**src/rtl/fetch_pkg.sv**
```systemverilog
// Shared types and constants for the instruction fetch stage.
package fetch_pkg;

  localparam int unsigned INSTR_BYTES  = 4;
  localparam int unsigned FETCH_ADDR_W = 16;
  localparam int unsigned FETCH_DATA_W = 32;

  localparam logic [FETCH_ADDR_W-1:0] DEFAULT_RESET_PC = 16'h0004;

  // One buffered fetch result: the instruction word and the PC it came from.
  typedef struct packed {
    logic [FETCH_ADDR_W-1:0] pc;
    logic [31:0]             instr;
  } fetch_entry_t;

  // Force a byte address onto an instruction boundary.
  function automatic logic [FETCH_ADDR_W-1:0] align_pc(input logic [FETCH_ADDR_W-1:0] pc);
    return {pc[FETCH_ADDR_W-1:2], 2'b00};
  endfunction

  // True when the low address bits are not on an instruction boundary.
  function automatic logic is_misaligned(input logic [FETCH_ADDR_W-1:0] pc);
    return |pc[1:0];
  endfunction

endpackage

```
**src/rtl/fetch_fifo.sv**
```systemverilog
// Small fetch buffer of fetch_entry_t with a registered head entry.
// Flush wins over push and pop; the head register holds its last value
// whenever the buffer is empty.
module fetch_fifo
  import fetch_pkg::*;
#(
  parameter  int unsigned DEPTH = 2,
  localparam int unsigned CW    = $clog2(DEPTH + 1)
) (
  input  logic          clk,
  input  logic          rst_n,
  input  logic          push_i,
  input  logic          pop_i,
  input  logic          flush_i,
  input  fetch_entry_t  din_i,
  output logic          full_o,
  output logic          empty_o,
  output logic [CW-1:0] count_o,
  output fetch_entry_t  head_o
);

  localparam int unsigned PW = $clog2(DEPTH);

  fetch_entry_t  mem_q [DEPTH];
  fetch_entry_t  head_q, head_d;
  logic [PW-1:0] rd_ptr_q, rd_ptr_d;
  logic [PW-1:0] wr_ptr_q, wr_ptr_d;
  logic [CW-1:0] count_q, count_d;
  logic          full, empty;
  logic          do_push, do_pop;

  assign full  = (count_q == CW'(DEPTH));
  assign empty = (count_q == '0);

  // Next-state for pointers, occupancy and the registered head entry.
  always_comb begin
    do_pop   = pop_i & ~flush_i & ~empty;
    do_push  = push_i & ~flush_i & (~full | do_pop);
    rd_ptr_d = rd_ptr_q;
    wr_ptr_d = wr_ptr_q;
    count_d  = count_q;
    head_d   = head_q;
    if (flush_i) begin
      rd_ptr_d = '0;
      wr_ptr_d = '0;
      count_d  = '0;
    end else begin
      if (do_push) wr_ptr_d = wr_ptr_q + PW'(1);
      if (do_pop)  rd_ptr_d = rd_ptr_q + PW'(1);
      if (do_push && !do_pop) count_d = count_q + CW'(1);
      if (do_pop && !do_push) count_d = count_q - CW'(1);
      // The head comes straight from the input when the pushed word becomes
      // the only entry; otherwise a pop advances to the next stored entry.
      if ((empty && do_push) || (do_pop && do_push && count_q == CW'(1))) begin
        head_d = din_i;
      end else if (do_pop && count_q > CW'(1)) begin
        head_d = mem_q[rd_ptr_q + PW'(1)];
      end
    end
  end

  // Control and head registers.
  always_ff @(posedge clk or negedge rst_n) begin
    if (!rst_n) begin
      rd_ptr_q <= '0;
      wr_ptr_q <= '0;
      count_q  <= '0;
      head_q   <= '0;
    end else begin
      rd_ptr_q <= rd_ptr_d;
      wr_ptr_q <= wr_ptr_d;
      count_q  <= count_d;
      head_q   <= head_d;
    end
  end

  // Entry storage; contents are only read while the matching slot is occupied.
  always_ff @(posedge clk) begin
    if (do_push) mem_q[wr_ptr_q] <= din_i;
  end

  assign full_o  = full;
  assign empty_o = empty;
  assign count_o = count_q;
  assign head_o  = head_q;

endmodule

```
**src/rtl/instr_fetch.sv**
```systemverilog
// Fetch stage: owns the PC, addresses the combinational imem, buffers
// {pc, instr} pairs for decode and applies redirects with a full flush.
module instr_fetch
  import fetch_pkg::*;
#(
  parameter int unsigned                ADDR_BUS_WIDTH = FETCH_ADDR_W,
  parameter int unsigned                DATA_BUS_WIDTH = FETCH_DATA_W,
  parameter logic [ADDR_BUS_WIDTH-1:0]  RESET_PC       = DEFAULT_RESET_PC,
  parameter int unsigned                FIFO_DEPTH     = 2
) (
  input  logic                      clk,
  input  logic                      rst_n,
  input  logic                      fetch_en,
  output logic [ADDR_BUS_WIDTH-1:0] imem_addr,
  input  logic [DATA_BUS_WIDTH-1:0] imem_rd,
  input  logic                      redirect_valid,
  input  logic [ADDR_BUS_WIDTH-1:0] redirect_pc,
  output logic                      if_valid,
  input  logic                      if_ready,
  output logic [DATA_BUS_WIDTH-1:0] if_instr,
  output logic [ADDR_BUS_WIDTH-1:0] if_pc,
  output logic                      align_err
);

  localparam int unsigned FCW = $clog2(FIFO_DEPTH + 1);

  logic [ADDR_BUS_WIDTH-1:0] pc_q, pc_d;
  logic                      align_err_q, align_err_d;
  logic                      pop, push;
  logic                      fifo_full, fifo_empty;
  logic [FCW-1:0]            fifo_count;
  fetch_entry_t              fifo_din, fifo_head;

  assign pop = if_valid & if_ready;

  // Push decision is combinational on if_ready so a full buffer can refill
  // in the same cycle it is drained.
  always_comb begin
    push = fetch_en & ~redirect_valid & (~fifo_full | pop);
  end

  // Captured fetch result: the current PC paired with the returned word.
  always_comb begin
    fifo_din       = '0;
    fifo_din.pc    = pc_q;
    fifo_din.instr = imem_rd;
  end

  // PC and sticky alignment error next-state; redirect outranks sequential fetch.
  always_comb begin
    pc_d        = pc_q;
    align_err_d = align_err_q;
    if (redirect_valid) begin
      pc_d = align_pc(redirect_pc);
      if (is_misaligned(redirect_pc)) align_err_d = 1'b1;
    end else if (push) begin
      pc_d = pc_q + ADDR_BUS_WIDTH'(INSTR_BYTES);
    end
  end

  // PC and error flag registers.
  always_ff @(posedge clk or negedge rst_n) begin
    if (!rst_n) begin
      pc_q        <= RESET_PC;
      align_err_q <= 1'b0;
    end else begin
      pc_q        <= pc_d;
      align_err_q <= align_err_d;
    end
  end

  fetch_fifo #(
    .DEPTH (FIFO_DEPTH)
  ) u_fifo (
    .clk     (clk),
    .rst_n   (rst_n),
    .push_i  (push),
    .pop_i   (pop),
    .flush_i (redirect_valid),
    .din_i   (fifo_din),
    .full_o  (fifo_full),
    .empty_o (fifo_empty),
    .count_o (fifo_count),
    .head_o  (fifo_head)
  );

  // Occupancy flags must agree with the reported count.
  a_fifo_flags : assert property (@(posedge clk) disable iff (!rst_n)
    (fifo_full == (fifo_count == FCW'(FIFO_DEPTH))) && (fifo_empty == (fifo_count == '0)));

  assign imem_addr = pc_q;
  assign if_valid  = ~fifo_empty;
  assign if_instr  = fifo_head.instr;
  assign if_pc     = fifo_head.pc;
  assign align_err = align_err_q;

endmodule

```
**config.mk**
```make
export PLATFORM = sky130hd
export DESIGN_NAME = instr_fetch
export DESIGN_NICKNAME = d
export VERILOG_FILES = /design/src/rtl/fetch_pkg.sv /design/src/rtl/fetch_fifo.sv /design/src/rtl/instr_fetch.sv
export SDC_FILE = /design/constraint.sdc
export NUM_CORES = 1
export LEC_CHECK = 0
export ABC_AREA = 1
export ABC_CLOCK_PERIOD_IN_PS = 5060
export BUFFER_PORTS_ARGS = -buffer_cell sky130_fd_sc_hd__buf_4
export CAP_MARGIN = 20
export CORE_MARGIN = 10
export CORE_UTILIZATION = 54
export CTS_BUF_LIST = sky130_fd_sc_hd__clkbuf_4 sky130_fd_sc_hd__clkbuf_8
export DETAILED_ROUTE_END_ITERATION = 6
export GPL_TIMING_DRIVEN = 1
export PLACE_DENSITY_LB_ADDON = 0.3
export SYNTH_ARGS = -nofsm -noshare
export SYNTH_HDL_FRONTEND = slang
export SYNTH_HIERARCHICAL = 1
export SYNTH_SLANG_ARGS = --single-unit
```
**constraint.sdc**
```tcl
create_clock -name clk -period 5.06 [get_ports clk]
set_input_delay 0.506 -clock clk [delete_from_list [all_inputs] [get_ports clk]]
set_output_delay 0.506 -clock clk [all_outputs]
set_load 0.03 [all_outputs]
```
# Word-level counts from Yosys, hierarchy flattened
# Memory sizes are Yosys's and may differ from the RTL's.
# Index checks and enable logic that the tools add are counted.
[classes] n_addsub=5 order_cmp=1 eq_ne=2 muxes=13 n_bitwise=12 reduce_logical=18
[ops] cell="$mux 48" n=2
[ops] cell="$mux 16" n=2
[ops] cell="$add 16x3->16 const B" n=1
[ops] cell="$reduce_bool 2->1" n=4
[ops] cell="$and 1x1->1" n=7
[ops] cell="$logic_and 1x1->1" n=6
[ops] cell="$mux 1" n=6
[ops] cell="$mux 2" n=3
[ops] cell="$reduce_and 2->1" n=2
[ops] cell="$not 1->1" n=3
[ops] cell="$reduce_bool 3->1" n=1
[ops] cell="$add 1x1->1 const B" n=2
[ops] cell="$add 2x1->2 const B" n=1
[ops] cell="$eq 2x1->1 const B" n=1
[ops] cell="$eq 2x2->1 const B" n=1
[ops] cell="$gt 2x1->1 const B" n=1
[ops] cell="$logic_not 1->1" n=2
[ops] cell="$logic_not 2->1" n=1
[ops] cell="$or 1x1->1" n=2
[ops] cell="$reduce_or 2->1" n=1
[ops] cell="$sub 2x1->2 const B" n=1
[ops] cell="$logic_or 1x1->1" n=1
[totals] reg_bits=69 mem_bits_rw=96 in_bits=53 out_inout_bits=66 word_cells=59 n_memories=1
[mem_list] memory="u_fifo.mem_q" depth=2 word_bits=48 rd=1 rd_clocked_by_memory_dff=0 wr=1 line="fetch_fifo.sv:24" source="fetch_entry_t mem_q [DEPTH];"

# Longest topological paths before layout
[depth] depth_word=12 mapped_depth=17 mapped_depth_nobuf=14

# Hierarchy
# Netlist, hierarchy kept.
[modules_own_cells] mod="fetch_fifo" instances=1 cells_per_inst=560 area_each_um2=6318.6 seq_area_each_um2=4184.0
[modules_own_cells] mod="instr_fetch" instances=1 cells_per_inst=162 area_each_um2=1083.5 seq_area_each_um2=376.6

# Worst setup path after synthesis
# Ideal clock, no wire load.
[synth_path] path_type="register -> register" startpoint="register u_fifo.count_q[0] (netlist: u_fifo/count_o[0])" endpoint="memory u_fifo/mem_q[0][0] (netlist bit) (enable)" setup_time_ps=454 t_arrival_ps=3978 required_ps=4606 setup_slack_ps=629 path_stages_with_launch=14 n_path_buf=2 synth_period_minus_slack_ps=4431 path_cell_list="dfrtp_1 inv_1 ha_1 inv_1 nand2_1 nand2_1 nand2_4 inv_4 buf_6 inv_1 nor2_1 buf_2 nand2_1 nor2_1"
[synth_via] elab_chain_cells=9 word_cells_on_any_way=14 classes_between="eq/ne (1); mux (2); bitwise (10); reduce/logical (1)"
[synth_rtl] element="start, declared" line="fetch_fifo.sv:28" source="logic [CW-1:0] count_q, count_d;"
[synth_rtl] element="start signal, assigned" line="fetch_fifo.sv:72" source="count_q <= count_d;"
[synth_rtl] element="$logic_not 2->1" line="fetch_fifo.sv:33" source="assign empty = (count_q == '0);"
[synth_rtl] element="net fifo_empty" line="instr_fetch.sv:30" source="logic fifo_full, fifo_empty;"
[synth_rtl] element="$not 1->1" line="instr_fetch.sv:92" source="assign if_valid = ~fifo_empty;"
[synth_rtl] element="net if_valid" line="instr_fetch.sv:18" source="output logic if_valid,"
[synth_rtl] element="$and 1x1->1" line="instr_fetch.sv:34" source="assign pop = if_valid & if_ready;"
[synth_rtl] element="$or 1x1->1" line="instr_fetch.sv:39" source="push = fetch_en & ~redirect_valid & (~fifo_full | pop);"
[synth_rtl] element="$and 1x1->1" line="instr_fetch.sv:39"
[synth_rtl] element="net push" line="instr_fetch.sv:29" source="logic pop, push;"
[synth_rtl] element="$and 1x1->1 (2 in a row)" line="fetch_fifo.sv:38" source="do_push = push_i & ~flush_i & (~full | do_pop);"
[synth_rtl] element="$mux 1" line="fetch_fifo.sv:79" source="if (do_push) mem_q[wr_ptr_q] <= din_i;"
[synth_rtl] element="$mux 1 (not written as such)" line="fetch_fifo.sv:79"
[synth_rtl] element="end, declared" line="fetch_fifo.sv:24"
# The timed path passes the listed nets, and every way through them passes these cells.

# Final worst setup path
[layout_path] startpoint="register u_fifo.count_q[0] (netlist: u_fifo/count_o[0])" endpoint="memory u_fifo/mem_q[0][15] (netlist bit) (enable)"
[layout_via] elab_chain_cells=9 word_cells_on_any_way=14 classes_between="eq/ne (1); mux (2); bitwise (10); reduce/logical (1)"
[layout_rtl] element="$logic_not 2->1 *" line="fetch_fifo.sv:33"
[layout_rtl] element="net fifo_empty" line="instr_fetch.sv:30"
[layout_rtl] element="$not 1->1 *" line="instr_fetch.sv:92"
[layout_rtl] element="$and 1x1->1 *" line="instr_fetch.sv:34"
[layout_rtl] element="net pop" line="instr_fetch.sv:29"
[layout_rtl] element="$or 1x1->1 or $and 1x1->1 (tied branches)" line="instr_fetch.sv:39, fetch_fifo.sv:37"
[layout_rtl] element="$and 1x1->1 (on tied branches)" line="instr_fetch.sv:39, fetch_fifo.sv:37"
[layout_rtl] element="$and 1x1->1 or $or 1x1->1 (tied branches)" line="fetch_fifo.sv:38"
[layout_rtl] element="$and 1x1->1 *" line="fetch_fifo.sv:38"
[layout_rtl] element="$mux 1 *" line="fetch_fifo.sv:79"
[layout_rtl] element="$mux 1 (not written as such) *" line="fetch_fifo.sv:79"
# The timed path passes the listed nets; every way through them passes the cells marked *.

==> run summary <==
most common cell in the netlist -> nand2_1
Hold Vio Cnt, Final -> 0
post-CTS setup buffer count -> 0
post-synth top area share -> 38.9%
Min Hold Slack -> 0.182 ns
skew final -> 0.0130 ns
Core ar. -> 13300 um2
crit path kind -> flop to flop
Initial Util -> 55.5%
Final ANT Viol Nets -> 0
Synth Warn # -> 6
commonest cells in the synthesized netlist -> nand2_1, edfxtp_1, nand3_1
Num CTS Buffers -> 17
Peak VDD IR -> 0.184 mV
largest net degree at the start of global routing -> 68
Hold-fix buffers, CTS -> 0
post-synthesis cell area -> 7400 um2
Synth Area in Adders -> 0.676%
Worst-Skew Late Latency -> 0.46 ns
IO Port Bufs -> 116
Compound-Gate Fraction of Synth Area -> 0.642%
top cells by area, synth -> edfxtp_1, dfrtp_1, nand2_1, mux2i_1, nand3_1
dpl hpwl -> 11000 um
io pins -> 119
chip height -> 137 um
Distinct cells, synth -> 28
Max-cap violations -> 0
area leader, netlist -> edfxtp_1
number of H-tree levels -> 4
worst-margin pin slew -> 1.03 ns
Mean Syn Cell Area -> 10.3 um2
WL final -> 17200 um
via count -> 5531
final slew viol count -> 0
P_leak -> 0.00398 uW
vias in the first global route -> 5675
Pwr Total -> 4420 uW
Simple-Gate Fraction of Synth Area -> 23.1%
fin crit period -> 3.45 ns
Mapped Cells -> 722
WL/cell -> 16.9 um
Area growth syn-to-layout -> 19.4%
worst-case clock buffer depth -> 2
initial antenna violation count -> 0
multi-input logic area -> 2360 um2
initial DRC count -> 337
Nets -> 886
crit path DAT -> 3.59 ns
Post-synth top flop -> edfxtp_1
Rel. slew slack -> 31.4%
fill count -> 1059
Overflow after GRT -> 0
Root Driver -> clkbuf_8
Reg area -> 4560 um2
GP Congestion -> 0.858
clock transition at the registers of the reported paths -> 0.08 ns
post_cts resized -> 0
layout cells sized above 1 -> 21.0%
Residual DRC -> 0
Post-Synth XOR/XNOR Area -> 0.118%
# rows -> 42
sequential share of the synthesized area -> 61.6%
total iterations of the first detailed-routing run -> 5
required time of the worst setup path -> 5.20 ns
Seq cells post-synth -> 163
CTS tree -> yes
CP Capture Type -> flop
gr usage total -> 18.8%
PwrDens -> 500 nW/um2
Sink Count -> 163
status -> finished clean
asr flop ratio synth -> 41.1%
global-route wire length before repair -> 28000 um
die width -> 137 um
Max FO, Critical Path -> 50
final setup fails -> 0
setup TNS -> 0 ns
largest family of logic cells by synthesized area -> simple AND/OR/NAND/NOR gates
die area -> 18800 um2
EDFF count, synth -> 96
Antenna diodes -> 0
Via-to-Cell Ratio -> 5.43
period utilization -> 68.2%
RSZ-0062 raised after global routing -> no
post-synthesis mux area share -> 6.63%
Max Freq -> 290 MHz
Hold Crit Class -> input port to async pin
Startpoint Class -> flop
==> registers in the layout (all words and copies together), names as in the netlist <==
register and count:
u_fifo/mem_q 96, u_fifo/head_o 48, imem_addr 14, u_fifo/count_o 2, align_err 1, u_fifo/rd_ptr_q 1, u_fifo/wr_ptr_q 1
==> cell families (layout without fill, tap and decap cells) <==
logic type | after synthesis | count (layout)
buffers and inverters | 120 | 233
other | 1 | 8
and+or+nand+nor | 376 | 376
AOI/OAI and AO/OA | 8 | 8
xor gates and xnor gates | 1 | 1
adders and majority gates | 4 | 4
muxes | 49 | 49
DFF | 163 | 163
==> where the power goes <==
group	switching [uW]	internal [uW]
clock network	475	641
logic	951	496
registers	192	1670
==> area by class of cell <==
type	instances	share of cell area (%)
Clock inverter	14	2.65
Multi-Input combinational cell	446	26.7
Clock buffer	18	2.73
Inverter	78	3.37
Sequential cell	163	51.6
Tap cell	176	2.49
Timing Repair Buffer	123	10.4
==> stage by stage <==
step	instances	instance area (um2)	utilization [%]	setup slack [ns]
after floorplan	729	7430	-	0.629
after global placement	986	8360	62.7	1.81
after detailed placement	986	8360	62.7	1.66
after CTS	1018	8840	66.2	1.62
after global routing	1018	8840	66.2	1.43
final	1018	8840	66.2	1.61
==> path summary, 6_finish.rpt <==
| check | to | start | slack (ns) | depth (start not counted) |
|---|---|---|---|---|
| hold reg to reg | u_fifo/head_o[24] | u_fifo/head_o[24] | 0.48 | 2 |
| min in group clk | u_fifo/mem_q[0][29] | imem_rd[29] | 0.24 | 1 |
| setup / recovery | u_fifo/mem_q[0][15] | u_fifo/count_o[0] | 1.61 | 11 |
| setup reg to reg | u_fifo/mem_q[0][15] | u_fifo/count_o[0] | 1.61 | 11 |
| max in group asynchronous | u_fifo/rd_ptr_q | rst_n | 4.25 | 1 |
| hold / removal | u_fifo/head_o[27] | rst_n | 0.18 | 1 |
==> metal layers <==
layer / global-route usage, % / vias to the layer above / routed length (um)
li1: - / 2629 / -
met1: 22.9 / 2670 / 7130
met2: 31.9 / 209 / 8640
met3: 5.06 / 23 / 1190
met4: 6.15 / 0 / 266
met5: 0 / - / 0
==> layout by cell type, fill, tap and decap left out <==
cell / instances
mux2i_1: 49
nand2_1: 208
clkbuf_4: 1
dfstp_2: 1
nand3_1: 85
buf_4: 123
nand3b_1: 1
nor2_1: 13
o21ai_0: 3
clkinv_2: 1
inv_2: 3
inv_6: 1
dfrtp_2: 1
edfxtp_1: 96
nor2_4: 4
dfrtp_1: 65
inv_4: 2
xnor2_1: 1
clkinvlp_4: 2
or2_2: 2
nand4_1: 52
clkinv_1: 2
o21ai_1: 1
a21oi_1: 1
nand2_4: 1
bufinv_16: 6
clkbuf_8: 17
clkinv_4: 2
conb_1: 8
nand2_2: 6
inv_1: 73
o21bai_1: 3
nand3_2: 4
ha_1: 4
==> worst max-delay path, cell delays in order (launching register included) <==
cell	delay, ns
dfrtp_1	0.36
inv_1	0.09
ha_1	0.24
inv_1	0.08
nand2_1	0.08
inv_1	0.12
nand3_2	0.12
nand2_2	0.07
buf_4	0.46
nand2_1	0.29
nor2_4	0.80
buf_4	0.40
(Power assumes the default switching activity.)
